<file path="src/rtl/axis_pair_pkg.sv">
// Shared constants and helpers for the packed-pair stream splitter.
// Both halves of the input word are sign-extended to full bus width.
package axis_pair_pkg;

  localparam int AXIS_W = 32;
  localparam int HALF_W = 16;
  localparam int A_LSB  = 0;
  localparam int B_LSB  = 16;

  // Left-justify the sample, then shift it back arithmetically.
  function automatic logic [AXIS_W-1:0] sign_ext(
    input logic [HALF_W-1:0] s,
    input int unsigned       dw
  );
    logic signed [HALF_W-1:0] t;
    t = $signed(s << (HALF_W - dw));
    t = t >>> (HALF_W - dw);
    return AXIS_W'(t);
  endfunction

endpackage

</file>
<file path="src/rtl/axis_fifo_sync.sv">
// Single-clock FIFO with occupancy count and valid/ready read port.
// Pointers wrap naturally because DEPTH is a power of two.
module axis_fifo_sync
  import axis_pair_pkg::*;
#(
  parameter int W     = AXIS_W,
  parameter int DEPTH = 4,
  localparam int AW   = $clog2(DEPTH),
  localparam int CW   = $clog2(DEPTH + 1)
) (
  input  logic          clk_i,
  input  logic          rst_i,
  input  logic          push_i,
  input  logic [W-1:0]  din_i,
  input  logic          rd_ready_i,
  output logic          rd_valid_o,
  output logic [W-1:0]  dout_o,
  output logic [CW-1:0] count_o
);

  logic [W-1:0]  mem_q [DEPTH];
  logic [AW-1:0] wptr_q, wptr_d;
  logic [AW-1:0] rptr_q, rptr_d;
  logic [CW-1:0] cnt_q, cnt_d;
  logic          push_ok;
  logic          pop;

  assign rd_valid_o = (cnt_q != '0);
  assign dout_o     = mem_q[rptr_q];
  assign count_o    = cnt_q;
  assign pop        = rd_valid_o && rd_ready_i;
  assign push_ok    = push_i && (cnt_q < CW'(DEPTH));

  always_comb begin
    wptr_d = wptr_q;
    rptr_d = rptr_q;
    cnt_d  = cnt_q;
    if (push_ok) wptr_d = wptr_q + 1'b1;
    if (pop)     rptr_d = rptr_q + 1'b1;
    unique case ({push_ok, pop})
      2'b10:   cnt_d = cnt_q + 1'b1;
      2'b01:   cnt_d = cnt_q - 1'b1;
      default: cnt_d = cnt_q;
    endcase
  end

  always_ff @(posedge clk_i) begin
    if (rst_i) begin
      wptr_q <= '0;
      rptr_q <= '0;
      cnt_q  <= '0;
      for (int i = 0; i < DEPTH; i++) mem_q[i] <= '0;
    end else begin
      wptr_q <= wptr_d;
      rptr_q <= rptr_d;
      cnt_q  <= cnt_d;
      if (push_ok) mem_q[wptr_q] <= din_i;
    end
  end

endmodule

</file>
<file path="src/rtl/axis_pair_split.sv">
// Splits a packed stream of signed sample pairs into two
// independently buffered, sign-extended output streams.
module axis_pair_split
  import axis_pair_pkg::*;
#(
  parameter int DW    = 14,
  parameter int DEPTH = 4,
  localparam int CW   = $clog2(DEPTH + 1)
) (
  input  logic              aclk,
  input  logic              rst_i,
  input  logic              s_axis_tvalid,
  output logic              s_axis_tready,
  input  logic [AXIS_W-1:0] s_axis_tdata,
  output logic              m_axis_int1_tvalid,
  input  logic              m_axis_int1_tready,
  output logic [AXIS_W-1:0] m_axis_int1_tdata,
  output logic              m_axis_int2_tvalid,
  input  logic              m_axis_int2_tready,
  output logic [AXIS_W-1:0] m_axis_int2_tdata,
  output logic [AXIS_W-1:0] pair_cnt
);

  logic [CW-1:0]     cnt1, cnt2;
  logic              accept;
  logic [AXIS_W-1:0] samp_a, samp_b;
  logic [AXIS_W-1:0] pair_cnt_q, pair_cnt_d;

  // Ready comes only from registered counts, never from tvalid.
  assign s_axis_tready = !rst_i
                      && (cnt1 < CW'(DEPTH))
                      && (cnt2 < CW'(DEPTH));
  assign accept = s_axis_tvalid && s_axis_tready;

  assign samp_a = sign_ext(s_axis_tdata[A_LSB +: HALF_W], DW);
  assign samp_b = sign_ext(s_axis_tdata[B_LSB +: HALF_W], DW);

  axis_fifo_sync #(.W(AXIS_W), .DEPTH(DEPTH)) u_f1 (
    .clk_i      (aclk),
    .rst_i      (rst_i),
    .push_i     (accept),
    .din_i      (samp_a),
    .rd_ready_i (m_axis_int1_tready),
    .rd_valid_o (m_axis_int1_tvalid),
    .dout_o     (m_axis_int1_tdata),
    .count_o    (cnt1)
  );

  axis_fifo_sync #(.W(AXIS_W), .DEPTH(DEPTH)) u_f2 (
    .clk_i      (aclk),
    .rst_i      (rst_i),
    .push_i     (accept),
    .din_i      (samp_b),
    .rd_ready_i (m_axis_int2_tready),
    .rd_valid_o (m_axis_int2_tvalid),
    .dout_o     (m_axis_int2_tdata),
    .count_o    (cnt2)
  );

  always_comb begin
    pair_cnt_d = pair_cnt_q;
    if (accept) pair_cnt_d = pair_cnt_q + 1'b1;
  end

  always_ff @(posedge aclk) begin
    if (rst_i) pair_cnt_q <= '0;
    else       pair_cnt_q <= pair_cnt_d;
  end

  assign pair_cnt = pair_cnt_q;

endmodule
</file>
<file path="config.mk">
export PLATFORM = sky130hd
export DESIGN_NAME = axis_pair_split
export DESIGN_NICKNAME = d
export VERILOG_FILES = /design/src/rtl/axis_pair_pkg.sv /design/src/rtl/axis_fifo_sync.sv /design/src/rtl/axis_pair_split.sv
export SDC_FILE = /design/constraint.sdc
export NUM_CORES = 1
export LEC_CHECK = 0
export ABC_AREA = 1
export CAP_MARGIN = 10
export CORE_MARGIN = 2
export CORE_UTILIZATION = 27
export CTS_CLUSTER_DIAMETER = 150
export CTS_CLUSTER_SIZE = 24
export DETAILED_ROUTE_END_ITERATION = 7
export GPL_ROUTABILITY_DRIVEN = 0
export GPL_TIMING_DRIVEN = 1
export HOLD_SLACK_MARGIN = 0.05
export PLACE_DENSITY = 0.46
export SYNTH_ARGS = -nofsm -noshare
export SYNTH_HDL_FRONTEND = slang
export SYNTH_SLANG_ARGS = --single-unit
</file>
<file path="constraint.sdc">
create_clock -name aclk -period 3.1 [get_ports aclk]
set_clock_uncertainty 0.1 [all_clocks]
set_input_delay 0.62 -clock aclk [delete_from_list [all_inputs] [get_ports aclk]]
set_output_delay 0.62 -clock aclk [all_outputs]
set_load 0.02 [all_outputs]
</file>
==> impl_results.md <==
* Status: complete, no violations
* Vias at 5850
* Setup repair bufs after CTS at 0
* Sequential area share after synthesis at 58.4%
* Synth Area in Compound Gates at 9.56%
* Pwr per Cell Area at 780 nW/um^2
* Worst Path Arrival at 2.26 ns
* Final worst slack at 0.123 ns
* Clk slew on worst S/H paths at 0.07 ns
* Top Family by Delay on Critical Path: buffers and inverters
* Die ar. at 29000 um^2
* Register area at 4360 um^2
* Synth area leaders: edfxtp_1, dfxtp_1, nor2_1
* Multi-input logic area at 2400 um^2
* Grt total ovfl at 0
* Reg-to-reg endpoint: u_f1.count_o[2]$_SDFFE_PP0P_
* RSZ-0062 raised after global routing: false
* FMAX at 336 MHz
* Reg2reg start: u_f1.count_o[2]$_SDFFE_PP0P_
* Commonest non-fill, non-tap cell in the layout: nor2_1
* Total negative slack at 0 ns
* Max-slew violations at 0
* Total length of routed wires at 19.4 mm
* Fill cells at 2815
* YS warnings at 0
* CP cell instances: buf_6 > o21ai_0 > o22ai_1 > buf_4 > clkdlybuf4s50_1
* P_int at 4.91 mW
* Wirelength per Cell at 14.5 um
* Final setup violation count at 0
* Core area at 27100 um^2
* Ant. Diodes at 0
* Detailed Routing Iterations Pass 1 at 4
* Dpl cell area at 9110 um^2
* Synth-to-Final Area Change at 30.2%
* Count of cell types in the netlist at 32
* Post-synthesis mux area share at 0%
* Hold EP: u_f1.count_o[0]$_SDFFE_PP0P_
* Logic pwr share at 36.1%
* Syn nets at 874
* Clk buf depth at 2
* Drt drc at 0
* Adder-Cell Fraction of Synth Area at 1.04%
* Vias in the first global route at 5631
* Post-synthesis register bit count at 162
* Reg power frac at 35.4%
* Hold Path Depth at 1
* LEAKAGE at 3.78 nW
* Synth Area in Simple Gates at 20.8%
* Clk sinks at 162
* Max Cap Viol at 0
* Top Ports at 136
* Final Hold Viols at 0
* 1st-iter DRT viols at 307
* CP Data Required Time at 2.38 ns
* H-Tree Depth at 4
* Num CTS Buffers at 17
* CTS tree: done
* Tcrit/Tclk final at 96.0%
* Buf/Inv on CP at 3
* NumNets Final at 992
* Die height at 170 um
* Switch share at 35.3%
* Yosys top cell area share at 45.0%
* Area of the mapped netlist at 7480 um^2
* Clock latency on the worst-skew pair at 0.42 ns
* Ys async rst share at 0%
* R2R depth at 10
* Site row count at 60
* Antenna-violating nets left at 0
* CP Capture Type: primary output
* Largest family of logic cells by synthesized area: simple AND/OR/NAND/NOR gates
* Slew HR at 71.3%
* Slew @ Worst Pin at 0.429 ns
* Most frequent cells in the layout: nor2_1, clkdlybuf4s50_1, edfxtp_1
* Top_reg_cell synth: edfxtp_1
* Initial antenna violation count at 0
* Class of the worst hold path: reg -> reg
* Largest net degree at the start of global routing at 29
* Area leader, netlist: edfxtp_1
* Type of origin of the critical path: register
* Post-Layout Inst Area at 9740 um^2
* Switching pwr at 2.68 mW
* Starting density of the core at 27.6%
* Crit path max fanout at 28
* Clk network pwr share at 28.4%
* Synthesized area per cell at 8.99 um^2
* Share of cells above drive strength 1 at 8.52%
* Clk root buf: clkbuf_16
* Hold path startpoint: u_f1.count_o[0]$_SDFFE_PP0P_
* Max incr delay on CP at 0.64 ns
* CP max stage cell: clkdlybuf4s50_1
* Setup slack, reg-to-reg at 1.02 ns
* Critical setup path kind: reg -> out
* Overall global routing resource usage at 13.7%
* Synth Instances at 832
* Synth Area in XOR/XNOR at 0.703%
* Vias per cell at 4.38
* Post-synth EDFFs at 112
* CTS Hold Bufs at 0
* Period minus WS final at 2.98 ns
* Port Buffers at 131
* First-pass GRT wire length at 30.4 mm
* Peak supply drop at 336 uV
* Die X at 170 um
* Final HPWL DP at 12.9 mm
* Dpl ws at 0.337 ns
[how the worst max path moves through the flow]
stage | cells after the start | slack (ns) | startpoint | to
floorplan | 5 | 0.17 | register | m_axis_int1_tdata[14]
global placement | 5 | 0.38 | register | m_axis_int2_tdata[18]
detailed placement | 5 | 0.34 | register | m_axis_int2_tdata[16]
CTS | 5 | 0.02 | register | m_axis_int1_tdata[26]
global route | 5 | 0.001 | register | m_axis_int2_tdata[18]
finish | 5 | 0.12 | register | m_axis_int1_tdata[19]
[cell usage after synthesis, types with 3 or more instances]
| master | count |
|---|---|
| edfxtp_1 | 112 |
| nand3_1 | 24 |
| o21ai_0 | 73 |
| nand2_1 | 89 |
| a21oi_1 | 30 |
| and2_1 | 3 |
| xor2_1 | 6 |
| buf_4 | 36 |
| o22ai_1 | 28 |
| buf_2 | 11 |
| nand4_1 | 7 |
| clkbuf_1 | 18 |
| nor3_1 | 7 |
| nor2_4 | 5 |
| inv_1 | 79 |
| nor2_2 | 3 |
| dfxtp_1 | 50 |
| ha_1 | 3 |
| nor2_1 | 231 |
[kinds of logic (layout without fill, tap and decap cells)]
kind of cell	after synthesis	in the layout
AND/OR/NAND/NOR	376	376
buffers and inverters	149	280
flip-flops	162	162
adder cells (fa/ha/maj)	5	5
XOR/XNOR	6	6
AO/OA/AOI/OAI	134	134
[layout make-up]
class	count	share of cell area (%)
Sequential cell	162	44.8
Multi-Input combinational cell	521	24.7
Timing Repair Buffer	165	16.2
Tap cell	372	4.78
Clock buffer	17	4.37
Inverter	83	3.24
Clock inverter	15	1.86
[metrics by stage]
step	total power [mW]	instances	util (%)	hold slack, ns
after CTS	7.70	1335	35.9	0.349
after global placement	5.51	1303	33.6	0.334
final	7.59	1335	35.9	0.346
after detailed placement	5.53	1303	33.6	0.342
after floorplan	4.51	832	-	0.322
after global routing	8.01	1335	35.9	0.381
[sequential cells by signal, summed over array words and instances (netlist names), named ones only]
register,flops
u_f1.mem_q,56
u_f2.mem_q,56
pair_cnt,32
u_f1.count_o,3
u_f2.count_o,3
u_f1.rptr_q,2
u_f1.wptr_q,2
u_f2.rptr_q,2
u_f2.wptr_q,2
[metal layers]
layer  wire length [um]  track usage (%)  vias to the layer above  share of wire, %
met5                  0                0                        -                 0
met4                136             3.01                        0              0.70
met3                833             3.21                        8               4.3
met2               9110             22.5                      135                47
met1               9340             18.3                     2764                48
li1                   -                -                     2943                 -
[power by group through the flow]
stage	Combinational [mW]	Clock, mW	Sequential [mW]
CTS	2.79	2.22	2.69
global placement	2.78	0	2.73
global route	2.99	2.30	2.72
floorplan	1.80	0	2.71
finish	2.74	2.16	2.69
detailed placement	2.79	0	2.73
[what timing repair did]
action | 4_1_cts | 5_1_grt
cloned | 0 | 0
resized for setup | 2 | 5
hold endpoints to repair | 0 | 0
endpoints found under the setup margin | 27 | 38
[worst register-to-register path: stages (launching register included)]
cell and delay [ns]:
dfxtp_1 0.38, inv_1 0.08, nand3_1 0.10, and2_1 0.24, ha_1 0.18, inv_1 0.06
fa_1 0.37, a21oi_1 0.14, o21ai_0 0.11, o21ai_0 0.16, a21oi_1 0.05
Power figures use the tool's default switching activity.
